===== src/rtl/bp_pkg.sv =====
// bp_pkg: shared definitions for the branch predictor.
//   ctr_t            2-bit saturating direction counter encoding
//   CTR_RESET        counter value after reset
//   CTR_ALLOC        counter value given to a newly allocated branch
//   ctr_inc/ctr_dec  saturating increment / decrement
package bp_pkg;

  typedef enum logic [1:0] {
    CTR_SNT = 2'b00,  // strongly not-taken
    CTR_WNT = 2'b01,  // weakly not-taken
    CTR_WT  = 2'b10,  // weakly taken
    CTR_ST  = 2'b11   // strongly taken
  } ctr_t;

  localparam ctr_t CTR_RESET = CTR_WNT;
  localparam ctr_t CTR_ALLOC = CTR_WT;

  function automatic ctr_t ctr_inc(input ctr_t c);
    return (c == CTR_ST) ? CTR_ST : ctr_t'(c + 2'd1);
  endfunction

  function automatic ctr_t ctr_dec(input ctr_t c);
    return (c == CTR_SNT) ? CTR_SNT : ctr_t'(c - 2'd1);
  endfunction

endpackage


===== src/rtl/bp_pht.sv =====
// bp_pht: array of 2-bit saturating counters with one combinational read
// port and one synchronous update port. Holds the per-entry counters in
// the default build and the gshare pattern history table otherwise.
// Ports:
//   clk, rst_n   clock, asynchronous active-low reset (counters -> 01)
//   rd_idx       read index; rd_ctr is the counter at that index
//   upd_en       apply an update at upd_idx this cycle
//   upd_alloc    load CTR_ALLOC instead of stepping the counter
//   upd_taken    step direction when not allocating
module bp_pht
  import bp_pkg::*;
#(
  parameter int unsigned ENTRIES = 16,
  parameter int unsigned IDX_W   = $clog2(ENTRIES)
) (
  input  logic             clk,
  input  logic             rst_n,
  input  logic [IDX_W-1:0] rd_idx,
  output ctr_t             rd_ctr,
  input  logic             upd_en,
  input  logic [IDX_W-1:0] upd_idx,
  input  logic             upd_alloc,
  input  logic             upd_taken
);

  ctr_t ctr_q [ENTRIES];

  always_ff @(posedge clk or negedge rst_n) begin
    if (!rst_n) begin
      for (int unsigned i = 0; i < ENTRIES; i++) ctr_q[i] <= CTR_RESET;
    end else if (upd_en) begin
      if (upd_alloc)      ctr_q[upd_idx] <= CTR_ALLOC;
      else if (upd_taken) ctr_q[upd_idx] <= ctr_inc(ctr_q[upd_idx]);
      else                ctr_q[upd_idx] <= ctr_dec(ctr_q[upd_idx]);
    end
  end

  // Read is combinational: same-cycle updates are not bypassed.
  assign rd_ctr = ctr_q[rd_idx];

endmodule


===== src/rtl/branch_predictor.sv =====
// branch_predictor: direct-mapped BTB with 2-bit direction counters.
// Lookup is combinational on if_pc; resolved branches update the tables
// on the rising clock edge (visible the following cycle).
// Configuration macro: BP_GSHARE_EN -- counters move to a gshare PHT
//   indexed by (pc index XOR global history); GHR shifts on every update.
// Ports:
//   Clock, Resetn               clock, asynchronous active-low reset
//   if_pc                       fetch PC to predict
//   pred_hit/taken/target/hist  prediction and GHR snapshot
//   upd_valid/pc/taken/target   resolved conditional branch
//   upd_hist                    pred_hist that travelled with the branch
module branch_predictor
  import bp_pkg::*;
#(
  parameter int unsigned PC_W    = 32,
  parameter int unsigned ENTRIES = 16,
  parameter int unsigned HIST_W  = 4
) (
  input  logic              Clock,
  input  logic              Resetn,
  input  logic [PC_W-1:0]   if_pc,
  output logic              pred_hit,
  output logic              pred_taken,
  output logic [PC_W-1:0]   pred_target,
  output logic [HIST_W-1:0] pred_hist,
  input  logic              upd_valid,
  input  logic [PC_W-1:0]   upd_pc,
  input  logic              upd_taken,
  input  logic [PC_W-1:0]   upd_target,
  input  logic [HIST_W-1:0] upd_hist
);

  localparam int unsigned IDX_W = $clog2(ENTRIES);
  localparam int unsigned TAG_W = PC_W - IDX_W - 2;

  logic             valid_q [ENTRIES];
  logic [TAG_W-1:0] tag_q   [ENTRIES];
  logic [PC_W-1:0]  tgt_q   [ENTRIES];

  logic [IDX_W-1:0] lk_idx, up_idx, pht_rd_idx, pht_up_idx;
  logic [TAG_W-1:0] lk_tag, up_tag;
  logic             up_hit;
  ctr_t             lk_ctr;

  assign lk_idx = if_pc[IDX_W+1:2];
  assign lk_tag = if_pc[PC_W-1:IDX_W+2];
  assign up_idx = upd_pc[IDX_W+1:2];
  assign up_tag = upd_pc[PC_W-1:IDX_W+2];

  assign up_hit = valid_q[up_idx] && (tag_q[up_idx] == up_tag);

  // BTB: taken branches allocate on miss or refresh the target on hit;
  // not-taken branches never touch the BTB.
  always_ff @(posedge Clock or negedge Resetn) begin
    if (!Resetn) begin
      for (int unsigned i = 0; i < ENTRIES; i++) begin
        valid_q[i] <= 1'b0;
        tag_q[i]   <= '0;
        tgt_q[i]   <= '0;
      end
    end else if (upd_valid && upd_taken) begin
      valid_q[up_idx] <= 1'b1;
      tag_q[up_idx]   <= up_tag;
      tgt_q[up_idx]   <= upd_target;
    end
  end

`ifdef BP_GSHARE_EN
  logic [HIST_W-1:0] ghr_q;
  logic              unused;

  always_ff @(posedge Clock or negedge Resetn) begin
    if (!Resetn)        ghr_q <= '0;
    else if (upd_valid) ghr_q <= (ghr_q << 1) | HIST_W'(upd_taken);
  end

  assign pht_rd_idx = lk_idx ^ IDX_W'(ghr_q);
  assign pht_up_idx = up_idx ^ IDX_W'(upd_hist);
  assign pred_hist  = ghr_q;
  assign unused     = ^{if_pc[1:0], upd_pc[1:0]};
`else
  logic unused;

  assign pht_rd_idx = lk_idx;
  assign pht_up_idx = up_idx;
  assign pred_hist  = '0;
  assign unused     = ^{if_pc[1:0], upd_pc[1:0], upd_hist};
`endif

  // Counters step on a BTB hit, load weakly-taken on a taken miss, and
  // are left alone on a not-taken miss.
  bp_pht #(
    .ENTRIES (ENTRIES),
    .IDX_W   (IDX_W)
  ) u_pht (
    .clk       (Clock),
    .rst_n     (Resetn),
    .rd_idx    (pht_rd_idx),
    .rd_ctr    (lk_ctr),
    .upd_en    (upd_valid && (up_hit || upd_taken)),
    .upd_idx   (pht_up_idx),
    .upd_alloc (!up_hit),
    .upd_taken (upd_taken)
  );

  assign pred_hit    = valid_q[lk_idx] && (tag_q[lk_idx] == lk_tag);
  assign pred_taken  = pred_hit && lk_ctr[1];
  assign pred_target = pred_taken ? tgt_q[lk_idx] : if_pc + PC_W'(4);

endmodule


===== config.mk =====
export PLATFORM = sky130hd
export DESIGN_NAME = branch_predictor
export DESIGN_NICKNAME = d
export VERILOG_FILES = /design/src/rtl/bp_pkg.sv /design/src/rtl/bp_pht.sv /design/src/rtl/branch_predictor.sv
export SDC_FILE = /design/constraint.sdc
export NUM_CORES = 2
export LEC_CHECK = 0
export CAP_MARGIN = 20
export CORE_MARGIN = 3
export CORE_UTILIZATION = 51
export CTS_CLUSTER_DIAMETER = 100
export DETAILED_ROUTE_END_ITERATION = 16
export GPL_TIMING_DRIVEN = 0
export PLACE_DENSITY = 0.65
export SKIP_LAST_GASP = 1
export SLEW_MARGIN = 10
export SYNTH_ARGS = -nofsm -noshare
export SYNTH_HDL_FRONTEND = slang
export SYNTH_SLANG_ARGS = --single-unit

===== constraint.sdc =====
create_clock -name Clock -period 8.6 [get_ports Clock]
set_input_delay 2.15 -clock Clock [delete_from_list [all_inputs] [get_ports Clock]]
set_output_delay 2.15 -clock Clock [all_outputs]
set_load 0.1 [all_outputs]

==> run_results.csv <==
group,metric,value,unit
setup_path,crit_path_top_delay_cell,"buf_2",
place,routabilityCongestion,0.976,
power_and_ir_drop,pwr_density_cell,237,nW/um^2
finish,num-nets-final,3665,
logic_synthesis,synth_area,49300,um^2
logic_synthesis,synth_fa_ha_area_share,0.0660,%
logic_synthesis,yosys_warnings,0,
grt,grt.overflow.total,0,
grt,grt_max_degree,157,
finish,mostFrequentLayoutCell,"dfrtp_1",
sta,timing.final.crit_share,99.6,%
floorplan,io_pins,142,
routing,drc,0,
routing,drtIter0Drc,3211,
logic_synthesis,ys_types,56,
logic_synthesis,synth-edff-count,0,
finish,mostFrequentLayoutCells,"960 x dfrtp_1, 900 x mux2_2, 365 x mux4_2, 185 x clkbuf_1, 152 x mux2i_1",
run_status,outcome,"completed",
finish,area_growth,14.2,%
sta,fmax,0.117,GHz
logic_synthesis,yosys_register_bits,976,
finish,filler_cell_count,7295,
power_and_ir_drop,leakage,24.2,nW
floorplan,start_util,51.7,%
routing,drtPass1Iterations,6,
setup_path,critPathRequiredTime,6.45,ns
setup_path,cp_top_family,"buffers and inverters",
logic_synthesis,synthFlopType,"dfrtp_1",
clock_tree,postCtsHoldBufs,0,
finish,drive_above_1_share,45.5,%
sta,slew_viol_final,0,
place,hpwl,120,mm
setup_path,crit_type,"in2out",
logic_synthesis,synthTopCellsByArea,"dfrtp_1 49%, mux2_2 21%, mux4_2 17%",
setup_path,path_buf_inv,5,
floorplan,dieWidth,317,um
place,place_inst,4709,
setup_path,worstPathArrival,6.42,ns
setup_path,start_kind,"input pin",
clock_tree,cts_made_buffers,106,
setup_path,slowest_delay,0.54,ns
finish,design_area,56300,um^2
power_and_ir_drop,vdd_ir_drop_max,0.187,mV
routing,detail_route.wl_per_cell,34.7,um
hold_path,hold_path_class,"reg2reg",
clock_tree,htree_levels,3,
logic_synthesis,synth_compound_area_share,2.35,%
logic_synthesis,async_flop_share,100,%
logic_synthesis,synth_mux_area_share,40.8,%
place,io_buffer_count,112,
logic_synthesis,synthCells,3302,
grt,grt_pass1_vias,34200,
sta,skew,0.0286,ns
job,cap_violations,0,
finish,fin_util,59.0,%
grt,grt_pass1_wl,246,mm
routing,drtAntennaViolNets,0,
sta,setup_viol,0,
clock_tree,clock_latency,0.71,ns
clock_tree,cts_sinks,976,
setup_path,path_cells,"buf_2 -> buf_2 -> buf_4 -> buf_2 -> and4_1 -> nand4_1 -> nor2_4 -> nand3_1 -> nor2_2 -> nand3_2 -> xnor2_1 -> mux2_2 -> buf_4",
setup_path,worstPathMaxFanout,10,
sta,min_period,8.57,ns
sta,max_slew.worst_pin.slew,1.27,ns
clock_tree,cts_tree,"built",
grt,grt_antenna_before_repair,10,
setup_path,worstSetupEndpointType,"output pin",
grt,globalRouteTotalUtil,34.4,%
floorplan,fp.coreArea,95400,um^2
routing,vias,32600,
sta,hold_viol,0,
logic_synthesis,seq_area_frac_synth,49.6,%
routing,viasPerCell,6.64,
logic_synthesis,syn_area_per_cell,14.9,um^2
floorplan,num_rows,113,
logic_synthesis,synth-simple-area-share,2.60,%
floorplan,die_h,317,um
finish,layoutNonFillerInstCount,4911,
clock_tree,path_clk_slew,0.06,ns
logic_synthesis,synth_top_family_by_area,"multiplexers",
sta,slew_headroom,15.7,%
routing,drt_wl_total,170,mm
logic_synthesis,synth_top_area_share,48.7,%
clock_tree,clockRootBuffer,"clkbuf_16",
clock_tree,cts_buffer_depth,3,
place,placed_cell_area,52500,um^2
floorplan,die_area,100000,um^2
setup_path,cp_common_cell,"buf_2",
logic_synthesis,synth_top_cell_by_area,"dfrtp_1",
logic_synthesis,synthXorXnorAreaFrac,1.53,%
## stage by stage
step	total power, W	hold slack (ns)	TNS (ns)	setup WS, ns
floorplan	0.00781	0.442	0	0.247
global placement	0.00864	0.452	-	-36.56
detailed placement	0.00878	0.454	-81.58	-2.66
CTS	0.0133	0.468	0	0.0211
global route	0.0138	0.481	-0.0299	-0.0151
finish	0.0134	0.462	0	0.0346
## path summary, 6_finish.rpt
| path | startpoint | endpoint | slack, ns | cells past startpoint |
|---|---|---|---|---|
| setup / recovery | if_pc[4] | pred_target[31] | 0.03 | 13 |
| hold reg to reg | u_pht.ctr_q[14] | u_pht.ctr_q[14] | 0.46 | 2 |
| max in group asynchronous | Resetn | tgt_q[27] | 4.98 | 4 |
| setup reg to reg | tag_q[107] | u_pht.ctr_q[1] | 4.71 | 9 |
| hold / removal | u_pht.ctr_q[14] | u_pht.ctr_q[14] | 0.46 | 2 |
| min in group asynchronous | Resetn | u_pht.ctr_q[15] | 1.36 | 1 |
## worst register-to-register path, cell delays in order, from the launching register on
cell      delay, ns
dfrtp_1        0.41
mux4_2         0.49
mux2i_1        0.27
xnor2_1        0.16
nor4_1         0.49
nand4_1        0.16
a2111o_1       0.62
nor3_1         0.55
clkbuf_1       0.42
mux2i_1        0.16
## state kept, by name, indices dropped and copies added, names as in the netlist
| signal | flops |
|---|---|
| tgt_q | 512 |
| tag_q | 416 |
| u_pht.ctr_q | 32 |
| valid_q | 16 |
## area by class of cell
cell class | instances | area (um^2) | area share, %
Timing Repair Buffer | 147 | 1540 | 2.74
Multi-Input combinational cell | 1971 | 23500 | 41.7
Antenna cell | 5 | 12.5 | 0.0222
Clock inverter | 23 | 223 | 0.396
Tap cell | 1265 | 1580 | 2.81
Sequential cell | 976 | 24400 | 43.4
Clock buffer | 166 | 3240 | 5.76
Inverter | 48 | 180 | 0.320
Buffer | 310 | 1590 | 2.83
## power by group
group / switching, W / internal (W) / total, W
logic: 0.00123 / 0.00149 / 0.00272
clock network: 0.00193 / 0.00264 / 0.00457
registers: 0.000586 / 0.00549 / 0.00607
total: 0.00375 / 0.00961 / 0.0134
## what timing repair did
action                                  4_1_cts  5_1_grt
buffers inserted                              3        0
pin swaps                                     2        1
endpoints found under the setup margin       34       33
gates resized for setup                     274       18
## synthesized netlist by cell type, types with 3 or more instances
cell       instances
buf_2             43
nor2b_1            9
buf_1             59
a22oi_1           14
o21ai_0           68
mux2i_1          166
o31ai_1            3
and4_1             4
dfstp_2           16
a221oi_1           7
buf_6              7
a21oi_1           10
buf_4             18
nor2_1            38
inv_1             41
dfrtp_1          960
mux4_2           365
nand2b_1          10
xor2_1            33
o2bb2ai_1          3
mux2_1            10
or2_2              8
nand3_1           27
a31oi_1           12
clkinv_1           7
xnor2_1           53
a211oi_1           8
o22ai_1            8
a22o_1             6
and3_1            12
o31ai_2           11
nand4_1           17
a211o_1            3
o211ai_1           6
nor3_1             8
mux2_2           900
nor4_1            14
and2_1             4
nand2_1          110
clkbuf_1         183
## routing by layer
layer  vias up  share of wire, %  global-route usage [%]
met5         -             0.042                       0
met4        12               5.4                    15.9
met3       453               9.2                    9.85
met2      1578                45                    51.9
met1     17700                40                    46.5
li1      12900                 -                       -
## cells by family (layout without fill, tap and decap cells)
group	after synthesis	after routing
and+or+nand+nor	266	266
buffers and inverters	358	694
other	1	9
DFF	976	976
AOI/OAI and AO/OA	171	171
adders and majority gates	3	3
muxes	1441	1441
xor gates and xnor gates	86	86
No activity file was read; power rests on OpenSTA's default activity.
